<file path="config.mk">
export PLATFORM = sky130hd
export DESIGN_NAME = instruction_register_flat
export DESIGN_NICKNAME = d
export VERILOG_FILES = /design/src/rtl/instruction_register_pkg.sv /design/src/rtl/instruction_register_if.sv /design/src/rtl/instruction_register_cell.sv /design/src/rtl/instruction_register.sv /design/src/flat_wrapper.sv
export SDC_FILE = /design/constraint.sdc
export NUM_CORES = 1
export LEC_CHECK = 0
export BUFFER_PORTS_ARGS = -buffer_cell sky130_fd_sc_hd__buf_4
export CORE_AREA = 4 4 41 43
export CTS_BUF_LIST = sky130_fd_sc_hd__clkbuf_8
export CTS_CLUSTER_DIAMETER = 100
export CTS_CLUSTER_SIZE = 14
export DETAILED_ROUTE_END_ITERATION = 10
export DIE_AREA = 0 0 45 47
export HOLD_SLACK_MARGIN = 0.03
export SKIP_CTS_REPAIR_TIMING = 1
export SLEW_MARGIN = 20
export SYNTH_ARGS = -nofsm -noshare
export SYNTH_HDL_FRONTEND = slang
export SYNTH_SLANG_ARGS = --single-unit
</file>
<file path="constraint.sdc">
create_clock -name ClockIR -period 1.75 [get_ports ClockIR]
set_input_delay 0.175 -clock ClockIR [delete_from_list [all_inputs] [get_ports ClockIR]]
set_output_delay 0.175 -clock ClockIR [all_outputs]
set_load 0.1 [all_outputs]
</file>
<file path="src/rtl/instruction_register_pkg.sv">
// Shared constants for the JTAG-style instruction register: default width
// and the BYPASS pattern loaded into the update stage on reset.
package instruction_register_pkg;

    localparam int IR_SIZE_DEFAULT = 4;
    localparam int IR_SIZE_MIN     = 2;
    localparam int IR_SIZE_MAX     = 32;

    // BYPASS is all ones at every legal width; cells pick their own bit.
    localparam logic [IR_SIZE_MAX-1:0] BYPASS = '1;

    function automatic logic bypass_bit(input int idx);
        logic [IR_SIZE_MAX-1:0] code;
        code = BYPASS;
        return code[idx];
    endfunction

endpackage

</file>
<file path="src/rtl/instruction_register_if.sv">
// Control and data signals of the instruction register; the controller
// (TAP side) drives through master, the register implements slave.
interface instruction_register_if #(
    parameter int IR_SIZE = instruction_register_pkg::IR_SIZE_DEFAULT
);
    logic               ShiftIR;
    logic               UpdateIR;
    logic               scan_in;
    logic [IR_SIZE-1:0] data_in;
    logic               scan_out;
    logic [IR_SIZE-1:0] data_out;

    modport master (
        output ShiftIR,
        output UpdateIR,
        output scan_in,
        output data_in,
        input  scan_out,
        input  data_out
    );

    modport slave (
        input  ShiftIR,
        input  UpdateIR,
        input  scan_in,
        input  data_in,
        output scan_out,
        output data_out
    );
endinterface

</file>
<file path="src/rtl/instruction_register_cell.sv">
// One instruction-register bit: edge-triggered shift/capture flop feeding a
// transparent-high update latch.
module instruction_register_cell #(
    parameter logic UR_RESET = 1'b1
) (
    input  logic ClockIR,
    input  logic reset,
    input  logic shift_ir,
    input  logic update_ir,
    input  logic capture_bit,
    input  logic scan_bit,
    output logic sr_bit,
    output logic ur_bit
);

    always_ff @(posedge ClockIR or posedge reset) begin
        if (reset)
            sr_bit <= 1'b0;
        else if (shift_ir)
            sr_bit <= scan_bit;
        else
            sr_bit <= capture_bit;
    end

    // Reset dominates the enable so BYPASS holds even with UpdateIR high.
    always_latch begin
        if (reset)
            ur_bit <= UR_RESET;
        else if (update_ir)
            ur_bit <= sr_bit;
    end

endmodule

</file>
<file path="src/rtl/instruction_register.sv">
// Instruction register built from a chain of cells:
// scan_in -> cell[IR_SIZE-1] -> ... -> cell[0] -> scan_out.
module instruction_register
    import instruction_register_pkg::*;
#(
    parameter int IR_SIZE = IR_SIZE_DEFAULT
) (
    input logic                    ClockIR,
    input logic                    reset,
    instruction_register_if.slave  ir
);

    logic [IR_SIZE:0]   chain;
    logic [IR_SIZE-1:0] ur;

    assign chain[IR_SIZE] = ir.scan_in;

    for (genvar i = 0; i < IR_SIZE; i++) begin : g_cell
        instruction_register_cell #(
            .UR_RESET (bypass_bit(i))
        ) u_cell (
            .ClockIR     (ClockIR),
            .reset       (reset),
            .shift_ir    (ir.ShiftIR),
            .update_ir   (ir.UpdateIR),
            .capture_bit (ir.data_in[i]),
            .scan_bit    (chain[i+1]),
            .sr_bit      (chain[i]),
            .ur_bit      (ur[i])
        );
    end

    // scan_out is taken straight from SR[0], no retiming stage.
    assign ir.scan_out = chain[0];
    assign ir.data_out = ur;

endmodule

</file>
<file path="src/flat_wrapper.sv">
// flat-port wrapper written by rule: the top's interface ports become plain ports
module instruction_register_flat import instruction_register_pkg::*;
#(
    parameter int IR_SIZE = IR_SIZE_DEFAULT
)
  (ClockIR, reset, ir_ShiftIR, ir_UpdateIR, ir_scan_in, ir_data_in, ir_scan_out, ir_data_out);
  instruction_register_if #(.IR_SIZE(IR_SIZE)) ir_i ();
  input logic ClockIR;
  input logic reset;
  input wire logic [$bits(ir_i.ShiftIR)-1:0] ir_ShiftIR;
  input wire logic [$bits(ir_i.UpdateIR)-1:0] ir_UpdateIR;
  input wire logic [$bits(ir_i.scan_in)-1:0] ir_scan_in;
  input wire logic [$bits(ir_i.data_in)-1:0] ir_data_in;
  output wire logic [$bits(ir_i.scan_out)-1:0] ir_scan_out;
  output wire logic [$bits(ir_i.data_out)-1:0] ir_data_out;
  assign ir_i.ShiftIR = ir_ShiftIR;
  assign ir_i.UpdateIR = ir_UpdateIR;
  assign ir_i.scan_in = ir_scan_in;
  assign ir_i.data_in = ir_data_in;
  assign ir_scan_out = ir_i.scan_out;
  assign ir_data_out = ir_i.data_out;
  instruction_register #(.IR_SIZE(IR_SIZE)) u_core (.ClockIR(ClockIR), .reset(reset), .ir(ir_i));
endmodule
</file>
==> results_dict.tcl <==
set metrics [dict create \
    arrival_ns 0.82 \
    unclocked_regs 4 \
    synthToLayoutAreaGrowth_pct 50.9 \
    status "completed" \
    skew_ns 0.00186 \
    cp_top_family "flip-flops" \
    dpl.hpwl_um 377 \
    place.gp.congestion 0.579 \
    r2r_cells 1 \
    untimed_endpoints 8 \
    cts_tree "yes" \
    clock.fmax_mhz 1000 \
    gr-total-overflow 0 \
    dpl_cell_area_sq_um 357 \
    grt_max_degree 7 \
    port_buffers 13 \
    crit_path_start_kind "register" \
    p_int_mw 0.288 \
    start_util_pct 20.8 \
    num_vias 185 \
    utilization_pct 31.3 \
    power.leakage_nw 0.198 \
    synthesis.nets 31 \
    synth_seq_cells 8 \
    layout.filler_cells 147 \
    slew_viol_final 0 \
    combPwrFrac_pct 24.3 \
    synthArstFlopShare_pct 50.0 \
    slew_headroom_pct 81.5 \
    syn_inst 22 \
    tightestPinTransition_ns 0.279 \
    synthTopCellsByArea "dfrtp_1 37%, dlxtp_1 22%, mux2_1 17%" \
    cp-end-kind "output pin" \
    cts_buffer_depth 2 \
    insertion_delay_ns 0.21 \
    synth_top_flop_cell "dlxtp_1" \
    cp_num_buf_inv 1 \
    min_from "ir_data_in[2]" \
    drtIter0Drc 0 \
    antenna_found_initial 0 \
    final_nets 46 \
    track_usage_pct 5.97 \
    antenna_left 0 \
    die_area_sq_um 2120 \
    routedWlPerCell_um 8.64 \
    drt-total-wl_um 432 \
    setup_violations 0 \
    regToRegSetupSlack_ns 0.98 \
    seqPwrFrac_pct 28.7 \
    die_h_um 47 \
    ios 14 \
    critPathKind "reg -> out" \
    crit_chain "buf_4" \
    min_path_cells 2 \
    holdCritPathClass "in -> reg" \
    syn_area_per_cell_sq_um 12.3 \
    synth_area_sq_um 270 \
    synth_top_area_share_pct 37.0 \
    clockPowerShare_pct 47.0 \
    firstDrtPassIters 1 \
    ys_warn_count 0 \
    power.switching_mw 0.115 \
    critPathMaxFanout 2 \
    root_buffer "clkbuf_8" \
    grt_pass1_wl_um 814 \
    final-hold-violation-count 0 \
    clk_pin_slew_ns 0.03 \
    cp.required_ns 1.57 \
    hold_end "u_core.g_cell[2].u_cell.sr_bit" \
    rsz0062_at_grt "false" \
    total_power_mw 0.402 \
    drive_gt1_share_pct 48.6 \
    ys_types 7 \
    grt_pass1_vias 218 \
    power_density_nw_per_um2 987 \
    ir_worst_vdd_mv 0.385 \
    crit_path_top_delay_cell "dfrtp_1" \
    cts_buffers 3 \
    r2r-start "u_core.g_cell[2].u_cell.sr_bit" \
    rows 13 \
    timing.final.crit_share_pct 57.0 \
    final_cell_area_sq_um 408 \
    slowest_delay_ns 0.32 \
    netlist_top_cells_count "4 x buf_4, 4 x dfrtp_1, 4 x dlxtp_1, 4 x mux2_1, 4 x or2_1" \
    drv_cap 0 \
    setup_tns_ns 0 \
    period_needed_ns 0.998 \
    die_x_um 45 \
    r2r_end "u_core.g_cell[1].u_cell.sr_bit" \
    cts.htree.levels 1 \
    switching_share_pct 28.5 \
    detail_route.vias_per_cell 3.70 \
    synth_edf_count 0 \
    synth_top_area_cell "dfrtp_1" \
    drcViolationCount 0 \
    n_antenna_cell 0 \
    core-area_sq_um 1300 \
]
-- power by group through the flow --
stage | Sequential [mW] | Combinational [mW] | Clock (mW)
after detailed placement | 0.117 | 0.0970 | 0
final | 0.115 | 0.0977 | 0.189
after floorplan | 0.132 | 0.0581 | 0
after global routing | 0.117 | 0.103 | 0.211
after global placement | 0.117 | 0.0971 | 0
after CTS | 0.116 | 0.0971 | 0.198
-- per-layer routing --
metal  vias up  global-route usage [%]  wire length, um
met4         0                    8.77               21
met5         -                       0                0
met2        15                    7.63              164
met3         2                    3.45               81
li1         93                       -                -
met1        75                    5.57              165
-- flip-flops by register name, summed over array words and instances, names as in the netlist --
name                         flops
u_core.g_cell.u_cell.ur_bit      4
u_core.g_cell.u_cell.sr_bit      4
-- worst max path at each step --
stage / from / end / slack, ns / cells after the start
finish: u_core.g_cell[0].u_cell.sr_bit / ir_scan_out / 0.75 / 1
global route: u_core.g_cell[0].u_cell.sr_bit / ir_scan_out / 0.73 / 1
CTS: u_core.g_cell[0].u_cell.sr_bit / ir_scan_out / 0.74 / 1
detailed placement: u_core.g_cell[0].u_cell.sr_bit / ir_scan_out / 0.97 / 1
global placement: u_core.g_cell[2].u_cell.sr_bit / u_core.g_cell[1].u_cell.sr_bit / 0.97 / 1
floorplan: u_core.g_cell[0].u_cell.sr_bit / ir_scan_out / 0.68 / 0
-- cells by family after synthesis --
logic type,Yosys count,share of synthesized area (%)
latches,4,22.2
DFF,4,37.0
buffers and inverters,5,12.5
muxes,4,16.7
and+or+nand+nor,5,11.6
-- stage by stage --
step                      instances  setup slack [ns]  hold WS [ns]
after CTS                        49             0.743        -0.132
after global routing             50             0.728         0.181
after detailed placement         46             0.972        0.0965
after floorplan                  22             0.683       -0.0589
after global placement           46             0.974        0.0951
final                            50             0.752         0.176
-- layout by cell type (no fill, tap or decap) --
cell	synthesis	final
or2_2	1	1
clkbuf_8	0	3
dlxtp_1	4	4
dfrtp_1	4	4
dlygate4sd3_1	0	1
or2_1	4	4
inv_1	1	1
mux2_1	4	4
buf_4	4	13
-- final cells by class --
type	count	area [sq um]	share of cell area [%]
Sequential cell	8	160	39.3
Timing Repair Buffer	14	108	26.4
Multi-Input combinational cell	9	76.3	18.7
Clock buffer	3	41.3	10.1
Tap cell	15	18.8	4.60
Inverter	1	3.75	0.920
Note: power is estimated with default switching activity, not from simulation.
